## src/rtl/seq_multiplier_4x4_if.sv

```systemverilog
// Start/done handshake bundle for the 4x4 sequential multiplier.
//   start   : request from the controller, sampled only while the multiplier is idle
//   a, b    : unsigned 4-bit operands, captured on the accepting edge
//   busy    : high while the multiplier iterates
//   done    : one-cycle pulse, product is valid
//   product : registered 8-bit result a*b
// master = surrounding control logic, slave = multiplier.
interface seq_multiplier_4x4_if;
    logic       start;
    logic [3:0] a;
    logic [3:0] b;
    logic       busy;
    logic       done;
    logic [7:0] product;

    modport master (output start, a, b, input busy, done, product);
    modport slave  (input start, a, b, output busy, done, product);
endinterface

```

## src/rtl/seq_multiplier_4x4.sv

```systemverilog
// Sequential 4x4 unsigned shift-and-add multiplier.
// Each CALC cycle drives a 4-bit adder (A=acc, B=mcand gated by q[0], Cin=0)
// and shifts {Cout,Sum,q} right by one. Four iterations build the 8-bit product.
// Ports:
//   clk : system clock, rising edge
//   rst : synchronous, active-high reset; aborts any operation without a done
//   bus : handshake bundle (slave side): start, a, b in; busy, done, product out
// Timing: start accepted in cycle 0, busy in cycles 1-4, done in cycle 5,
// idle again (and able to accept) in cycle 6.
module seq_multiplier_4x4 (
    input  logic                       clk,
    input  logic                       rst,
    seq_multiplier_4x4_if.slave        bus
);

    typedef enum logic [1:0] {
        IDLE = 2'd0,
        CALC = 2'd1,
        DONE = 2'd2
    } state_e;

    state_e     state_q, state_d;
    logic [3:0] mcand_q, mcand_d;
    logic [3:0] acc_q,   acc_d;
    logic [3:0] q_q,     q_d;
    logic [1:0] cnt_q,   cnt_d;
    logic [7:0] product_q, product_d;

    // Adder hookup (stands in for the 4-bit ripple-carry adder instance).
    logic [3:0] adder_a;
    logic [3:0] adder_b;
    logic       adder_cin;
    logic [3:0] adder_sum;
    logic       adder_cout;

    always_comb begin
        adder_a   = acc_q;
        adder_b   = q_q[0] ? mcand_q : 4'b0000;
        adder_cin = 1'b0;
        {adder_cout, adder_sum} = {1'b0, adder_a} + {1'b0, adder_b} + {4'b0000, adder_cin};
    end

    always_comb begin
        // NOTE: every signal gets a default before the case so no path leaves
        // it unassigned; otherwise synthesis infers a latch.
        state_d   = state_q;
        mcand_d   = mcand_q;
        acc_d     = acc_q;
        q_d       = q_q;
        cnt_d     = cnt_q;
        product_d = product_q;

        case (state_q)
            IDLE: begin
                if (bus.start) begin
                    mcand_d = bus.a;
                    q_d     = bus.b;
                    acc_d   = 4'b0000;
                    cnt_d   = 2'd0;
                    state_d = CALC;
                end
            end
            CALC: begin
                // The carry is kept by shifting Cout into acc[3], so a sum
                // that overflows 4 bits never loses its top bit.
                acc_d = {adder_cout, adder_sum[3:1]};
                q_d   = {adder_sum[0], q_q[3:1]};
                cnt_d = cnt_q + 2'd1;
                if (cnt_q == 2'd3) begin
                    product_d = {acc_d, q_d};
                    state_d   = DONE;
                end
            end
            DONE: begin
                state_d = IDLE;
            end
            default: begin
                state_d = IDLE;
            end
        endcase
    end

    always_ff @(posedge clk) begin
        // NOTE: state registers use non-blocking assignments so every flop
        // samples the pre-edge value regardless of statement order.
        if (rst) begin
            state_q   <= IDLE;
            mcand_q   <= 4'b0000;
            acc_q     <= 4'b0000;
            q_q       <= 4'b0000;
            cnt_q     <= 2'd0;
            product_q <= 8'h00;
        end else begin
            state_q   <= state_d;
            mcand_q   <= mcand_d;
            acc_q     <= acc_d;
            q_q       <= q_d;
            cnt_q     <= cnt_d;
            product_q <= product_d;
        end
    end

    // Decoded straight from the state register: no path from inputs.
    assign bus.busy    = (state_q == CALC);
    assign bus.done    = (state_q == DONE);
    assign bus.product = product_q;

endmodule

```

## src/flat_wrapper.sv

```systemverilog
// flat-port wrapper written by rule: the top's interface ports become plain ports
module seq_multiplier_4x4_flat 
  (clk, rst, bus_start, bus_a, bus_b, bus_busy, bus_done, bus_product);
  seq_multiplier_4x4_if bus_i ();
  input  logic clk;
  input  logic rst;
  input wire logic [$bits(bus_i.start)-1:0] bus_start;
  input wire logic [$bits(bus_i.a)-1:0] bus_a;
  input wire logic [$bits(bus_i.b)-1:0] bus_b;
  output wire logic [$bits(bus_i.busy)-1:0] bus_busy;
  output wire logic [$bits(bus_i.done)-1:0] bus_done;
  output wire logic [$bits(bus_i.product)-1:0] bus_product;
  assign bus_i.start = bus_start;
  assign bus_i.a = bus_a;
  assign bus_i.b = bus_b;
  assign bus_busy = bus_i.busy;
  assign bus_done = bus_i.done;
  assign bus_product = bus_i.product;
  seq_multiplier_4x4 u_core (.clk(clk), .rst(rst), .bus(bus_i));
endmodule
```

## config.mk

```make
export PLATFORM = sky130hd
export DESIGN_NAME = seq_multiplier_4x4_flat
export DESIGN_NICKNAME = d
export VERILOG_FILES = /design/src/rtl/seq_multiplier_4x4_if.sv /design/src/rtl/seq_multiplier_4x4.sv /design/src/flat_wrapper.sv
export SDC_FILE = /design/constraint.sdc
export NUM_CORES = 1
export LEC_CHECK = 0
export BUFFER_PORTS_ARGS = -buffer_cell sky130_fd_sc_hd__buf_2
export CORE_UTILIZATION = 45
export DETAILED_ROUTE_END_ITERATION = 12
export PLACE_DENSITY = 0.67
export SLEW_MARGIN = 0
export SYNTH_ARGS = -nofsm -noshare
export SYNTH_HDL_FRONTEND = slang
export SYNTH_SLANG_ARGS = --single-unit
```

## constraint.sdc

```tcl
create_clock -name clk -period 3.5 [get_ports clk]
set_input_delay 0.7 -clock clk [delete_from_list [all_inputs] [get_ports clk]]
set_output_delay 0.7 -clock clk [all_outputs]
set_load 0.1 [all_outputs]
```

-- Word-level counts from Yosys, hierarchy flattened
Index checks and enable logic that the tools add are counted.
- bits in registers: 24
- output and inout bits: 10
- word-level logic and storage cells: 29
- $add $sub $neg: 2
- equal/unequal tests: 5
- muxes and demuxes: 10
- reduce and logical (&&, ||, !) cells: 6
- operators with widths (cell ; count):
    4-bit one-hot mux with 2 select lines ; 2
    4-bit 2-to-1 mux ; 3
    2-bit one-hot mux with 2 select lines ; 2
    2-bit AND reduction ; 4
    2-bit 2-to-1 mux ; 3
    4-bit by 4-bit adder with 5-bit output ; 1
    2-bit equality test, second input constant ; 2
    2-bit by 1-bit adder with 2-bit output, second input constant ; 1
    2-bit by 1-bit equality test with 1-bit output, second input constant ; 1
    2-bit zero test ; 1
    2-bit by 1-bit inequality test with 1-bit output, second input constant ; 1
    2-bit inequality test, second input constant ; 1
    2-bit nonzero test ; 1

-- Depth between registers and ports, before layout
- depth in word-level cells: 3
- depth in mapped cells: 6

-- Worst setup path after synthesis
No wires, ideal clock.
- path type: flip-flop to output port
- start: reg u_core.state_q[1]
- end: out bus_done
- arrival: 1.803 ns
- required time: 2.800 ns
- path slack: 0.997 ns
- cell stages (with the launch flop): 3
- path buffers: 1
- cell sequence: dfxtp_1 > buf_6 > nor2b_1
- longest elaborated chain between the ends: 1
- RTL lines (element ; line ; source):
    start: declaration ; seq_multiplier_4x4.sv:22 ; state_e state_q, state_d;
    start signal: assignment ; seq_multiplier_4x4.sv:94 ; state_q <= state_d;
    2-bit equality test ; seq_multiplier_4x4.sv:105 ; assign bus.done = (state_q == DONE);
    end: declaration ; flat_wrapper.sv:11 ; output wire logic [$bits(bus_i.done)-1:0] bus_done;
Every way passes these cells.

-- Worst setup path after layout
- start: reg u_core.state_q[0]
- end: out bus_busy
- longest elaborated chain between the ends: 1
- RTL lines (element ; line ; source):
    2-bit by 1-bit equality test with 1-bit output ; seq_multiplier_4x4.sv:104 ; assign bus.busy = (state_q == CALC);
    end: declaration ; flat_wrapper.sv:10 ; output wire logic [$bits(bus_i.busy)-1:0] bus_busy;
Every way passes these cells.

==> results_tabular.tex <==
\begin{tabular}{lr}
\hline
Metric & Value \\
\hline
\multicolumn{2}{l}{\textbf{Run status}} \\
\quad Status & finished clean \\
\multicolumn{2}{l}{\textbf{Final layout}} \\
\quad Antenna cell count & 0 \\
\quad Share of layout cells above drive strength 1 & 24.3\% \\
\quad Synth-to-Final Area Change & 9.86\% \\
\quad Top library cells by usage in the layout, fill and taps aside & sky130\_fd\_sc\_hd\_\_dfxtp\_1, sky130\_fd\_sc\_hd\_\_buf\_2, sky130\_fd\_sc\_hd\_\_nor2\_1 \\
\quad Post-layout net count & 154 \\
\quad Most common cell after layout, fill and taps aside & sky130\_fd\_sc\_hd\_\_dfxtp\_1 \\
\multicolumn{2}{l}{\textbf{Timing}} \\
\quad Slew Limit Fails & 0 \\
\quad Unrepaired setup endpoints after global routing & false \\
\quad Worst hold margin & 0.461 ns \\
\quad Worst slew margin & 66.3\% \\
\quad Hold Violations, Final & 0 \\
\quad Final worst-path cycle share & 68.3\% \\
\quad Fmax achieved & 0.418 GHz \\
\quad Transition time at the pin with the least slew margin & 0.505 ns \\
\quad Final setup TNS & 0 ns \\
\quad Tmin final & 2.39 ns \\
\quad Final Setup Violations & 0 \\
\quad Largest clock skew in the final design & 0.00577 ns \\
\multicolumn{2}{l}{\textbf{Clock tree}} \\
\quad \# clock sinks & 24 \\
\quad Clock tree from TritonCTS & done \\
\quad Post-cts hold buffer count & 0 \\
\quad Clock-pin transition on the worst setup and hold timing paths & 0.13 ns \\
\quad Level count of the clock H-tree & 1 \\
\quad Total clock buffers created by CTS & 3 \\
\quad Latest clock arrival within the worst-skew pair & 0.32 ns \\
\quad Longest Clk Path Bufs & 2 \\
\quad Post-CTS setup buffer count & 0 \\
\quad Clock tree root driver cell & sky130\_fd\_sc\_hd\_\_clkbuf\_4 \\
\quad PostCTS Resize Cnt & 0 \\
\multicolumn{2}{l}{\textbf{Setup path}} \\
\quad Worst endpoint required time & 2.80 ns \\
\quad R2R cell count & 6 \\
\quad Cell family with most CP delay & flip-flops \\
\quad Slowest cell on the critical path & sky130\_fd\_sc\_hd\_\_dfxtp\_1 \\
\quad Critical path class & flip-flop to primary output \\
\quad Worst R2R Setup Slack & 1.73 ns \\
\quad Highest fanout seen on the critical path & 10 \\
\quad Crit path buffers/inverters & 2 \\
\quad Critical Path Stages & 3 \\
\quad Startpoint of the worst-slack reg-to-reg timing path & u\_core.q\_q[0]\$\_SDFFE\_PP0P\_ \\
\quad Data arrival time of the critical path & 1.69 ns \\
\quad Crit path capture & bus\_busy \\
\quad Cell-by-cell trace of the critical path & nand2b\_4 > inv\_2 > buf\_2 \\
\quad Endpoint of the most critical register-to-register path & u\_core.bus.product[7]\$\_SDFFE\_PP0P\_ \\
\quad Critical Path End Type & primary output \\
\quad Type of element launching the critical path & flip-flop \\
\quad Critical path startpoint & u\_core.state\_q[0]\$\_SDFFE\_PP0P\_ \\
\quad Longest individual stage delay on the worst path & 0.65 ns \\
\multicolumn{2}{l}{\textbf{Power}} \\
\quad Leakage power & 0.588 nW \\
\quad IR drop worst, VDD & 0.331 mV \\
\quad Net switching power figure & 127 uW \\
\quad Clk network pwr share & 29.9\% \\
\quad Power density relative to cell area & 383 nW/um\^{}2 \\
\quad Sequential share of power & 58.9\% \\
\quad Cell internal pwr & 369 uW \\
\quad Sw Ratio & 25.6\% \\
\quad Combinational power share & 11.2\% \\
\multicolumn{2}{l}{\textbf{Synth}} \\
\quad Synthesis Warnings & 0 \\
\quad Count of different cell masters after synthesis & 35 \\
\quad Main flop type after synthesis & sky130\_fd\_sc\_hd\_\_dfxtp\_1 \\
\quad Number of nets in the synthesized netlist & 136 \\
\quad Count of state elements after synthesis & 24 \\
\quad Async set-reset flop share out of synthesis & 0\% \\
\quad Post-Synthesis Cells & 119 \\
\quad Mean post-synth cell area & 9.91 um\^{}2 \\
\quad Post-synth EDFFs & 0 \\
\quad Combined area of all synthesized cells & 1180 um\^{}2 \\
\quad Register area share after synthesis & 40.7\% \\
\multicolumn{2}{l}{\textbf{Global routing}} \\
\quad Global-route usage over all layers & 18.5\% \\
\quad Number of antenna violations at the first check in global routing & 0 \\
\quad Number of global-route vias before repair & 814 \\
\quad Pin count of the biggest net entering global routing & 29 \\
\quad Global route overflow & 0 \\
\quad Global-route wire length before repair & 3640 um \\
\multicolumn{2}{l}{\textbf{Floorplanning}} \\
\quad X dimension of the die & 53.2 um \\
\quad I/O pins & 21 \\
\quad Area of the placeable core & 2480 um\^{}2 \\
\quad Initial Util & 47.6\% \\
\quad Chip height & 53.2 um \\
\quad Overall die area & 2830 um\^{}2 \\
\quad Row Count & 18 \\
\multicolumn{2}{l}{\textbf{Placement}} \\
\quad Routability cong. & 0.784 \\
\quad Port buffer count & 20 \\
\quad Detailed Place HPWL & 1570 um \\
\multicolumn{2}{l}{\textbf{Routing}} \\
\quad Count of nets left with antenna violations after detail routing & 0 \\
\quad Avg Vias per Cell & 5.39 \\
\quad Count of vias placed by the detailed router & 895 \\
\quad Initial DRT Pass Iterations & 4 \\
\quad DRC viols & 0 \\
\quad Violation count after the first detailed-routing iteration & 9 \\
\quad Wire length after detailed routing & 2190 um \\
\quad Wire length per cell after detailed routing & 13.2 um \\
\multicolumn{2}{l}{\textbf{Job}} \\
\quad Maximum Capacitance Violations & 0 \\
\multicolumn{2}{l}{\textbf{Hold path}} \\
\quad Min-delay worst type & flip-flop to flip-flop \\
\hline
\end{tabular}
## registers in the layout (all words and copies together) (netlist names)
| signal | flops |
|---|---|
| u_core.acc_q | 4 |
| u_core.bus.product | 8 |
| u_core.q_q | 4 |
| u_core.mcand_q | 4 |
| u_core.cnt_q | 2 |
| u_core.state_q | 2 |
## Yosys cell counts (2+ instances only)
cell                       number  share of area [%]
sky130_fd_sc_hd__a21oi_1        8                3.4
sky130_fd_sc_hd__a211oi_2       3                3.2
sky130_fd_sc_hd__nand3_1        3                1.3
sky130_fd_sc_hd__buf_6          4                3.8
sky130_fd_sc_hd__and2_1         4                2.1
sky130_fd_sc_hd__a211oi_1       3                1.9
sky130_fd_sc_hd__nand3b_1       3                1.9
sky130_fd_sc_hd__ha_1           5                5.3
sky130_fd_sc_hd__mux2i_1        8                6.8
sky130_fd_sc_hd__nand2_1       10                3.2
sky130_fd_sc_hd__nor2_1        14                4.5
sky130_fd_sc_hd__nor2b_1        3                1.6
sky130_fd_sc_hd__nor3_1         2               0.85
sky130_fd_sc_hd__a2111o_1       2                1.9
sky130_fd_sc_hd__nand4_1        2                1.1
sky130_fd_sc_hd__a22oi_1        2                1.3
sky130_fd_sc_hd__dfxtp_1       24                 41
sky130_fd_sc_hd__clkbuf_1       2               0.64
## worst min path at each step
| stage | to | start | depth (start not counted) |
|---|---|---|---|
| 6_report | u_core.bus.product[3]$_SDFFE_PP0P_ | u_core.bus.product[3]$_SDFFE_PP0P_ | 2 |
| 4_1_cts | u_core.bus.product[3]$_SDFFE_PP0P_ | u_core.bus.product[3]$_SDFFE_PP0P_ | 2 |
| 3_5_place_dp | u_core.bus.product[0]$_SDFFE_PP0P_ | u_core.bus.product[0]$_SDFFE_PP0P_ | 2 |
| 2_1_floorplan | u_core.bus.product[0]$_SDFFE_PP0P_ | u_core.q_q[1]$_SDFFE_PP0P_ | 2 |
| 5_1_grt | u_core.bus.product[2]$_SDFFE_PP0P_ | u_core.bus.product[2]$_SDFFE_PP0P_ | 2 |
| 3_3_place_gp | u_core.bus.product[2]$_SDFFE_PP0P_ | u_core.bus.product[2]$_SDFFE_PP0P_ | 2 |
## metrics by stage
stage / instances / util, % / instance area, um^2 / setup slack [ns] / power [mW]
final: 166 / 52.3 / 1300 / 1.11 / 0.496
after global placement: 162 / 50.9 / 1260 / 1.51 / 0.353
after global routing: 166 / 52.3 / 1300 / 0.983 / 0.517
after CTS: 166 / 52.3 / 1300 / 1.10 / 0.501
after floorplan: 119 / - / 1180 / 0.997 / 0.343
after detailed placement: 162 / 50.9 / 1260 / 1.48 / 0.354
## power by group through the flow
| stage | Clock [mW] | Sequential, mW | Combinational [mW] |
|---|---|---|---|
| CTS | 0.152 | 0.293 | 0.0559 |
| finish | 0.148 | 0.293 | 0.0555 |
| global route | 0.161 | 0.295 | 0.0621 |
| detailed placement | 0 | 0.299 | 0.0558 |
| floorplan | 0 | 0.295 | 0.0483 |
| global placement | 0 | 0.298 | 0.0548 |
## area by class of cell
| cell class | instances | area [um^2] |
|---|---|---|
| Inverter | 2 | 7.51 |
| Sequential cell | 24 | 480 |
| Timing Repair Buffer | 20 | 100 |
| Fill cell | 259 | 1180 |
| Clock buffer | 4 | 36.3 |
| Multi-Input combinational cell | 86 | 634 |
| Tap cell | 30 | 37.5 |
## worst min-delay path: cells and delay by family, from the launching register on
kind,cells,cell delay [ns]
AO/OA/AOI/OAI,1,0.05
flip-flops,1,0.33
AND/OR/NAND/NOR,1,0.05
## per-layer routing
metal | vias to the layer above | routed length [um] | track usage (%) | share of wire [%]
met1 | 410 | 1070 | 23.3 | 49
li1 | 456 | - | - | -
met5 | - | 0 | 0 | 0
met2 | 25 | 976 | 29.6 | 45
met3 | 4 | 119 | 6.32 | 5.4
met4 | 0 | 24 | 5.26 | 1.1
## cell families after synthesis
| logic type | Yosys count | share of synthesized area, % |
|---|---|---|
| muxes | 8 | 6.79 |
| xor gates and xnor gates | 1 | 0.742 |
| buffers and inverters | 9 | 5.51 |
| adders and majority gates | 6 | 7.00 |
| and+or+nand+nor | 48 | 24.1 |
| DFF | 24 | 40.7 |
| AOI/OAI and AO/OA | 23 | 15.2 |
(Power assumes the default switching activity.)
